## src/rtl/modmul_issue_if.sv

```systemverilog
// Operand handshake, reducer valid-only link and result stream of the Barrett issue front end.
interface modmul_issue_if;
   logic [31:0] in_a;
   logic [31:0] in_b;
   logic        in_valid;
   logic        in_ready;
   logic [63:0] red_din;
   logic        red_din_valid;
   logic [31:0] red_dout;
   logic        red_dout_valid;
   logic [31:0] out_data;
   logic        out_valid;
   logic        out_ready;
   logic        busy;
   logic [2:0]  err;

   modport slave (
      input  in_a, in_b, in_valid, red_dout, red_dout_valid, out_ready,
      output in_ready, red_din, red_din_valid, out_data, out_valid, busy, err
   );

   modport master (
      output in_a, in_b, in_valid, red_dout, red_dout_valid, out_ready,
      input  in_ready, red_din, red_din_valid, out_data, out_valid, busy, err
   );
endinterface

```

## src/rtl/modmul_issue.sv

```systemverilog
// Two-stage 32x32 product pipeline feeding a non-stallable Barrett reducer,
// with credit admission so every reducer result has a guaranteed FIFO slot.
module modmul_issue #(
   parameter logic [31:0] PARAM_MOD  = 32'd4294966657,
   parameter int          RED_LAT    = 13,
   parameter int          FIFO_DEPTH = 16
) (
   input logic           clk,
   input logic           rst_b,
   modmul_issue_if.slave bus
);
   localparam int AW = $clog2(FIFO_DEPTH);
   localparam int CW = AW + 1;
   localparam int GW = $clog2(RED_LAT + 3);
   localparam logic [GW-1:0] GUARD_INIT = GW'(RED_LAT + 2);

   logic [CW-1:0] inflight;
   logic [CW-1:0] count;
   logic [CW:0]   credit_used;
   logic [GW-1:0] guard;
   logic [AW-1:0] wptr;
   logic [AW-1:0] rptr;
   logic [31:0]   mem [FIFO_DEPTH];
   logic [31:0]   head;
   logic [31:0]   a_q;
   logic [31:0]   b_q;
   logic [63:0]   prod_q;
   logic [2:1]    vld_pipe;
   logic [2:0]    err_q;
   logic          accept;
   logic          ret;
   logic          full;
   logic          wr;
   logic          rd;

   // Each accepted pair holds one credit from accept until its result leaves the FIFO.
   assign credit_used  = {1'b0, inflight} + {1'b0, count};
   assign bus.in_ready = (credit_used < (CW+1)'(FIFO_DEPTH)) && !rst_b && (guard == '0);
   assign accept       = bus.in_valid && bus.in_ready;
   assign ret          = bus.red_dout_valid && (inflight != '0);
   assign full         = (count == CW'(FIFO_DEPTH));
   assign rd           = bus.out_valid && bus.out_ready;
   assign wr           = ret && (!full || rd);

   always_ff @(posedge clk) begin
      if (rst_b) begin
         vld_pipe <= '0;
         a_q      <= '0;
         b_q      <= '0;
         prod_q   <= '0;
      end else begin
         vld_pipe <= {vld_pipe[1], accept};
         if (accept) begin
            a_q <= bus.in_a;
            b_q <= bus.in_b;
         end
         if (vld_pipe[1]) prod_q <= 64'(a_q) * 64'(b_q);
      end
   end

   // Guard outlasts the reducer pipe, so results issued before reset drain silently.
   always_ff @(posedge clk) begin
      if (rst_b) begin
         inflight <= '0;
         guard    <= GUARD_INIT;
         err_q    <= '0;
      end else begin
         if (accept && !ret)      inflight <= inflight + CW'(1);
         else if (!accept && ret) inflight <= inflight - CW'(1);
         if (guard != '0) guard <= guard - GW'(1);
         if (bus.red_dout_valid && full && !rd) err_q[0] <= 1'b1;
         if (bus.red_dout_valid && inflight == '0 && guard == '0) err_q[1] <= 1'b1;
         if (accept && (bus.in_a >= PARAM_MOD || bus.in_b >= PARAM_MOD)) err_q[2] <= 1'b1;
      end
   end

   always_ff @(posedge clk) begin
      if (wr) mem[wptr] <= bus.red_dout;
   end

   // head mirrors mem[rptr] so out_data comes straight from a register.
   always_ff @(posedge clk) begin
      if (rst_b) begin
         wptr  <= '0;
         rptr  <= '0;
         count <= '0;
         head  <= '0;
      end else begin
         if (wr) wptr <= wptr + AW'(1);
         if (rd) rptr <= rptr + AW'(1);
         count <= count + CW'(wr) - CW'(rd);
         if (wr && (count == '0 || (count == CW'(1) && rd))) head <= bus.red_dout;
         else if (rd)                                          head <= mem[rptr + AW'(1)];
      end
   end

   assign bus.red_din       = prod_q;
   assign bus.red_din_valid = vld_pipe[2];
   assign bus.out_data      = head;
   assign bus.out_valid     = (count != '0);
   assign bus.busy          = (inflight != '0) || (count != '0);
   assign bus.err           = err_q;
endmodule

```

## src/flat_wrapper.sv

```systemverilog
// flat-port wrapper written by rule: the top's interface ports become plain ports
module modmul_issue_flat 
#(
   parameter logic [31:0] PARAM_MOD  = 32'd4294966657,
   parameter int          RED_LAT    = 13,
   parameter int          FIFO_DEPTH = 16
)
  (clk, rst_b, bus_in_a, bus_in_b, bus_in_valid, bus_red_dout, bus_red_dout_valid, bus_out_ready, bus_in_ready, bus_red_din, bus_red_din_valid, bus_out_data, bus_out_valid, bus_busy, bus_err);
  modmul_issue_if bus_i ();
  input logic clk;
  input logic rst_b;
  input wire logic [$bits(bus_i.in_a)-1:0] bus_in_a;
  input wire logic [$bits(bus_i.in_b)-1:0] bus_in_b;
  input wire logic [$bits(bus_i.in_valid)-1:0] bus_in_valid;
  input wire logic [$bits(bus_i.red_dout)-1:0] bus_red_dout;
  input wire logic [$bits(bus_i.red_dout_valid)-1:0] bus_red_dout_valid;
  input wire logic [$bits(bus_i.out_ready)-1:0] bus_out_ready;
  output wire logic [$bits(bus_i.in_ready)-1:0] bus_in_ready;
  output wire logic [$bits(bus_i.red_din)-1:0] bus_red_din;
  output wire logic [$bits(bus_i.red_din_valid)-1:0] bus_red_din_valid;
  output wire logic [$bits(bus_i.out_data)-1:0] bus_out_data;
  output wire logic [$bits(bus_i.out_valid)-1:0] bus_out_valid;
  output wire logic [$bits(bus_i.busy)-1:0] bus_busy;
  output wire logic [$bits(bus_i.err)-1:0] bus_err;
  assign bus_i.in_a = bus_in_a;
  assign bus_i.in_b = bus_in_b;
  assign bus_i.in_valid = bus_in_valid;
  assign bus_i.red_dout = bus_red_dout;
  assign bus_i.red_dout_valid = bus_red_dout_valid;
  assign bus_i.out_ready = bus_out_ready;
  assign bus_in_ready = bus_i.in_ready;
  assign bus_red_din = bus_i.red_din;
  assign bus_red_din_valid = bus_i.red_din_valid;
  assign bus_out_data = bus_i.out_data;
  assign bus_out_valid = bus_i.out_valid;
  assign bus_busy = bus_i.busy;
  assign bus_err = bus_i.err;
  modmul_issue #(.PARAM_MOD(PARAM_MOD), .RED_LAT(RED_LAT), .FIFO_DEPTH(FIFO_DEPTH)) u_core (.clk(clk), .rst_b(rst_b), .bus(bus_i));
endmodule
```

## config.mk

```make
export PLATFORM = sky130hd
export DESIGN_NAME = modmul_issue_flat
export DESIGN_NICKNAME = d
export VERILOG_FILES = /design/src/rtl/modmul_issue_if.sv /design/src/rtl/modmul_issue.sv /design/src/flat_wrapper.sv
export SDC_FILE = /design/constraint.sdc
export NUM_CORES = 2
export LEC_CHECK = 0
export CORE_MARGIN = 3
export CORE_UTILIZATION = 40
export DETAILED_ROUTE_END_ITERATION = 8
export GPL_TIMING_DRIVEN = 0
export SLEW_MARGIN = 30
export SYNTH_ARGS = -nofsm -noshare
export SYNTH_HDL_FRONTEND = slang
export SYNTH_SLANG_ARGS = --single-unit
```

## constraint.sdc

```tcl
create_clock -name clk -period 9.5 [get_ports clk]
set_input_delay 1.425 -clock clk [delete_from_list [all_inputs] [get_ports clk]]
set_output_delay 1.425 -clock clk [all_outputs]
set_load 0.05 [all_outputs]
```

-- Word-level counts from Yosys, hierarchy flattened
Memories as Yosys holds them, arrays and structs flattened.
Index checks and enable logic that the tools add are counted.
- $add $sub $neg: 8
- $mul: 1
- order comparisons: 3
- eq/ne operators: 2
- multiplexer cells: 6
- reduce and logical (&&, ||, !) cells: 32
- operator list (operator ; number):
    32-bit >= comparator, second input constant ; 2
    32-bit by 32-bit multiplier with 64-bit output ; 1
    32-bit two-way mux ; 2
    1-bit logical AND ; 15
    5-bit zero test ; 2
    5-bit two-way mux ; 2
    5-bit nonzero test ; 2
    4-bit by 1-bit adder with 4-bit output, second input constant ; 2
    5-bit by 5-bit adder with 6-bit output ; 1
    6-bit by 5-bit < comparator with 1-bit output, second input constant ; 1
    5-bit by 1-bit adder with 5-bit output ; 1
    5-bit by 1-bit adder with 5-bit output, second input constant ; 1
    5-bit by 1-bit equality test with 1-bit output, second input constant ; 1
    5-bit equality test, second input constant ; 1
    1-bit zero test ; 5
    5-bit by 1-bit subtractor with 5-bit output ; 1
    5-bit by 1-bit subtractor with 5-bit output, second input constant ; 1
    4-bit zero test ; 1
    1-bit logical OR ; 4
    2-bit nonzero test ; 2
    4-bit nonzero test ; 1
    4-bit by 1-bit subtractor with 4-bit output, second input constant ; 1
    1-bit two-way mux ; 2
- bits in registers: 187
- RAM bits: 512
- output and inout port bits: 103
- memories: 1
- memories (name ; depth ; bits a word ; read ports ; clocked after Yosys merged registers in ; write ports ; line ; text):
    u_core.mem ; 16 ; 32 ; 1 ; 0 ; 1 ; modmul_issue.sv:23 ; logic [31:0] mem [FIFO_DEPTH];

-- Logic depth before layout (Yosys ltp)
- word-level depth: 9
- depth in mapped cells: 29
- depth with buffers taken out: 27

-- Least setup slack after synthesis
No wires, ideal clock.
- path type: register -> register
- start: register u_core.a_q[25]
- end: register u_core.prod_q[59] (netlist: u_core.bus.red_din[59])
- data arrival time: 7.099 ns
- setup slack: 2.276 ns
- stages on the path, launching flop included: 25
- clock period less this slack: 7.224 ns
- path through: dfxtp_1 -> clkbuf_1 -> and2_1 -> fa_1 -> fa_1 -> inv_1 -> fa_1 -> fa_1 -> inv_1 -> fa_1 -> fa_1 -> fa_1 -> inv_1 -> fa_1 -> inv_1 -> ha_1 -> clkbuf_1 -> nand4_2 -> or3_1 -> nand3_2 -> a31oi_1 -> o31a_1 -> a21o_1 -> o2111a_1 -> a2111o_1
- cells in the longest elaborated chain, start to end: 1
- ends and longest elaborated chain (what ; line ; text):
    from (decl) ; modmul_issue.sv:25 ; logic [31:0] a_q;
    from (signal assigned) ; modmul_issue.sv:54 ; a_q <= bus.in_a;
    32-bit by 32-bit multiplier with 64-bit output ; modmul_issue.sv:57 ; if (vld_pipe[1]) prod_q <= 64'(a_q) * 64'(b_q);
    to (signal assigned) ; modmul_issue.sv:57 ;
    to (decl) ; modmul_issue.sv:27 ; logic [63:0] prod_q;
No other way between the ends.
A chain may end at the register's enable or synchronous reset.

-- Final worst setup path
- start: register u_core.a_q[15]
- end: register u_core.prod_q[54] (netlist: u_core.bus.red_din[54])
The elaborated chain is that of the path after synthesis.

==> run summary <==
The run finished with clean final reports. The count of placed standard cells in the final layout, fillers left out is 7693. The total routing usage reported by global routing is 27.6%. The power share of the sequential group came out at 39.7%.

Setup repair after global routing left no endpoint under its margin. The first global-routing pass estimated 305000 µm of wire. TritonCTS built the clock tree. The cell-internal power came out at 6.21 mW.

Each instance of the synthesized netlist takes up on average 11.3 µm². In this run the worst hold path is classified as reg -> reg. The number of flops mapped to enable cells by yosys came out at 512. The number of global-route vias before repair came out at 43432. The number of nets at the end of the flow came out at 6909. After layout, the minimum clock period comes to 9.28 ns. In this run the vertical extent of the chip is 393 µm. Synthesis produced a netlist with a net count of 6577. The slowest stage of the critical path is the clkbuf_1 cell. Counting stages on the worst path, the most repeated cell is fa_1. The largest total area in the synthesized netlist belongs to fa_1. The core area is 148000 µm².

The largest fanout on the critical path came out at 10. Across the run, the number of max-cap violations was 0. In the post-synthesis netlist, the biggest area contributors are fa_1 (30%), edfxtp_1 (26%), dfxtp_1 (6.2%), mux4_2 (6.0%), and2_1 (6.0%). The total of buffers placed on input and output ports came out at 202. The proportion of layout cells with a drive suffix above 1 came out at 7.10%. The top-level I/O count is 204. Across the routed clock network, the largest skew measured is 0.0529 ns. Traced cell by cell, the critical path runs through clkbuf_1 > and2_1 > fa_1 > fa_1 > inv_1 > fa_1 > fa_1 > inv_1 > fa_1 > fa_1 > fa_1 > fa_1 > ha_1 > and4_1 > nand2_1 > nor2_1 > a211oi_1 > a21oi_1 > o211ai_1 > nand3_1 > xnor2_1 > o22ai_1.

The final count of negative-setup-slack endpoints came out at 0. The combinational fraction of design power is 26.0%. The cell area after placement is 65500 µm². The final hold violation count came out at 0.

The placed wire-length estimate after detailed placement came out at 171000 µm. The setup path with the least slack is of type reg -> reg. The slew of the pin with the lowest slew margin came out at 1.11 ns. The detail-routed via count per cell came out at 5.43. The cell count after placement is 7550. Tracing the worst setup path back leads to its startpoint at u_core.a_q[15]$_SDFFE_PP0P_. The floorplan has 141 rows. The H-tree level count is 3. The library cell used most frequently in the layout, excluding fill and tap cells, is inv_1. Adding up every negative setup slack in the final design gives 0 ns. Entering global routing, the biggest net connects 18 pins. The number of distinct standard cells referenced by the synthesized netlist is 83. The die is 393 µm wide. The startpoint identified for the worst hold timing path is u_core.bus.red_din[41]$_SDFFE_PP0P_. Clock tree synthesis found a total of 699 sinks. In the final routed layout, each cell accounts on average for 27.2 µm. The number of max-slew violations in the final report is 0. The maximum single-stage delay on the critical path is 0.70 ns. The highest ir drop seen on vdd is 0.256 mV. The via total after detailed routing is 41755. The critical path buffer and inverter count came out at 3. Of the total power, the share spent switching nets is 31.1%. The synthesis-to-layout area growth came out at 13.6%.

The post-detailed-route DRC marker count came out at 0. Synthesis inferred 699 register bits. The top cell types in the final layout, fill and taps aside, are inv_1 (901), fa_1 (898), nand2_1 (677). The dominant delay contributor by cell family on the critical path is adder cells.

The count of synthesis-stage warnings from yosys came out at 0. The power per cell area is 132 nW/µm². The total overflow left after global routing is 0. In this run the critical register-to-register path is launched from u_core.a_q[15]$_SDFFE_PP0P_. The clock transition at the register clock pins on the worst setup and hold paths after CTS is 0.07 ns.

The number of antenna violations at the first check in global routing came out at 11. The sum of routed wire length over all layers came out at 209000 µm. In the finished design, the share of the clock period the worst path needs comes to 97.7%.

CTS placed an instance of clkbuf_16 at the clock tree root. Once the floorplan was initialized, standard cells occupied 40.4% of the core. For this run, the register share of the synthesized area comes to 31.9%. STA puts the critical path data required time at 10.05 ns. In this run, the number of DRC markers left after iteration 0 of detailed routing was 4278. In this run the remaining antenna-violating nets after routing total 0. The clock network latency to the later pin of the worst-skew pair is 0.70 ns. The relative slew slack is 25.9%. The cell area that synthesis handed to floorplanning was 60000 µm².

In the synthesized netlist the async set-or-reset flop fraction comes to 0%. After technology mapping, the gate count stands at 5294. The share of the core filled with cells came out at 45.9%. The worst setup path is captured at a register. At the end of routability-driven placement, the weighted congestion stood at 1.05.

The clock network fraction of total power is 34.3%. STA classifies the critical path startpoint as a register. The number of buffers on the longest clock path came out at 3. The first-pass iteration count of the detailed router came out at 5. The main flop type after synthesis is edfxtp_1. After synthesis, the largest area contributor takes up 30.0% of total cell area.

The number of buffers created by CTS is 76. The maximum operating frequency came out at 108 MHz. The leakage power is 28.4 nW.

The cell area after layout is 68100 µm². STA puts the critical path data arrival time at 9.83 ns. Summed over all nets, the switching power comes to 2.80 mW.

The die area is 155000 µm².
-- power groups by stage --
stage | clock [mW] | sequential [mW] | combinational [mW]
floorplan | 0 | 3.84 | 1.31
global placement | 0 | 3.66 | 2.27
detailed placement | 0 | 3.64 | 2.35
CTS | 3.14 | 3.58 | 2.37
global route | 3.25 | 3.59 | 2.47
finish | 3.09 | 3.58 | 2.34
-- per-stage QoR --
stage	hold WS, ns	total power, mW	setup slack [ns]
floorplan	0.454	5.14	2.28
global route	0.495	9.32	0.00956
finish	0.462	9.02	0.222
CTS	0.464	9.09	0.337
detailed placement	0.449	5.99	0.407
global placement	0.443	5.93	0.324
-- routing by layer --
| metal | vias to the layer above | GRT usage [%] | part of all wire (%) |
|---|---|---|---|
| met5 | - | 0 | 0.015 |
| met4 | 4 | 9.75 | 3.9 |
| met3 | 375 | 8.11 | 11 |
| met2 | 2029 | 42.7 | 45 |
| met1 | 21786 | 37.0 | 40 |
| li1 | 17561 | - | - |
-- cells in the mapped netlist (5+ instances only) --
library cell and number:
xnor2_1 37, nand3_1 20, nor4_1 6, clkbuf_1 287, nand4_1 31, edfxtp_1 512
buf_2 6, and2_1 572, o211ai_1 7, nor2_1 143, o21ai_0 49, a211oi_1 38
a21oi_1 165, mux4_2 160, or3_1 13, nand2b_1 7, mux2i_1 62, inv_1 901
nand2_1 677, o21a_1 10, and3_1 5, a31oi_1 10, a211o_1 5, buf_1 14
dfxtp_1 187, nor3_1 28, a221oi_1 6, a21o_1 25, xor2_1 24, ha_1 284
fa_1 898, o21bai_1 17
-- path summary, 6_finish.rpt --
path                                                       endpoint  slack (ns)  cells after the start
worst max-delay path            u_core.bus.red_din[54]$_SDFFE_PP0P_        0.22                     22
worst min-delay path            u_core.bus.red_din[41]$_SDFFE_PP0P_        0.46                      2
worst max register to register  u_core.bus.red_din[54]$_SDFFE_PP0P_        0.22                     22
worst min register to register  u_core.bus.red_din[41]$_SDFFE_PP0P_        0.46                      2
-- cell families (layout without fill, tap and decap cells) --
kind of cell,Yosys count,in the layout,synth area share [%]
AO/OA/AOI/OAI,378,378,3.97
other,0,4,0
multiplexers,224,224,7.08
buffers and inverters,1213,1606,7.64
AND/OR/NAND/NOR,1537,1537,12.6
adder cells (fa/ha/maj),1182,1182,35.9
XOR/XNOR,61,61,0.891
flip-flops,699,699,31.9
-- timing repair --
action	in CTS	in global routing
buffers inserted	0	0
resized for setup	0	8
setup endpoints to repair	0	2
hold buffers	0	0
-- state kept, by name, summed over array words and instances (netlist names) --
signal               count
u_core.bus.red_din      64
u_core.vld_pipe          2
u_core.b_q              32
u_core.rptr              4
u_core.wptr              4
u_core.bus.out_data     32
u_core.a_q              32
u_core.inflight          5
u_core.bus.err           3
u_core.count             5
u_core.guard             4
u_core.mem             512
-- worst register-to-register path: stages, from the launching register on --
cell and delay [ns]:
dfxtp_1 0.66, clkbuf_1 0.70, and2_1 0.29, fa_1 0.45, fa_1 0.65, inv_1 0.11
fa_1 0.50, fa_1 0.51, inv_1 0.05, fa_1 0.68, fa_1 0.48, fa_1 0.62
fa_1 0.46, ha_1 0.39, and4_1 0.27, nand2_1 0.11, nor2_1 0.09, a211oi_1 0.38
a21oi_1 0.33, o211ai_1 0.55, nand3_1 0.25, xnor2_1 0.43, o22ai_1 0.16
-- final cells by class --
type | instances | area, µm²
Fill cell | 13645 | 80300
Multi-Input combinational cell | 3382 | 36400
Sequential cell | 699 | 19100
Inverter | 903 | 3390
Timing Repair Buffer | 254 | 2890
Tap cell | 2002 | 2500
Clock buffer | 102 | 2060
Buffer | 310 | 1230
Clock inverter | 37 | 523
Antenna cell | 4 | 10.0
Power figures use the tool's default switching activity.
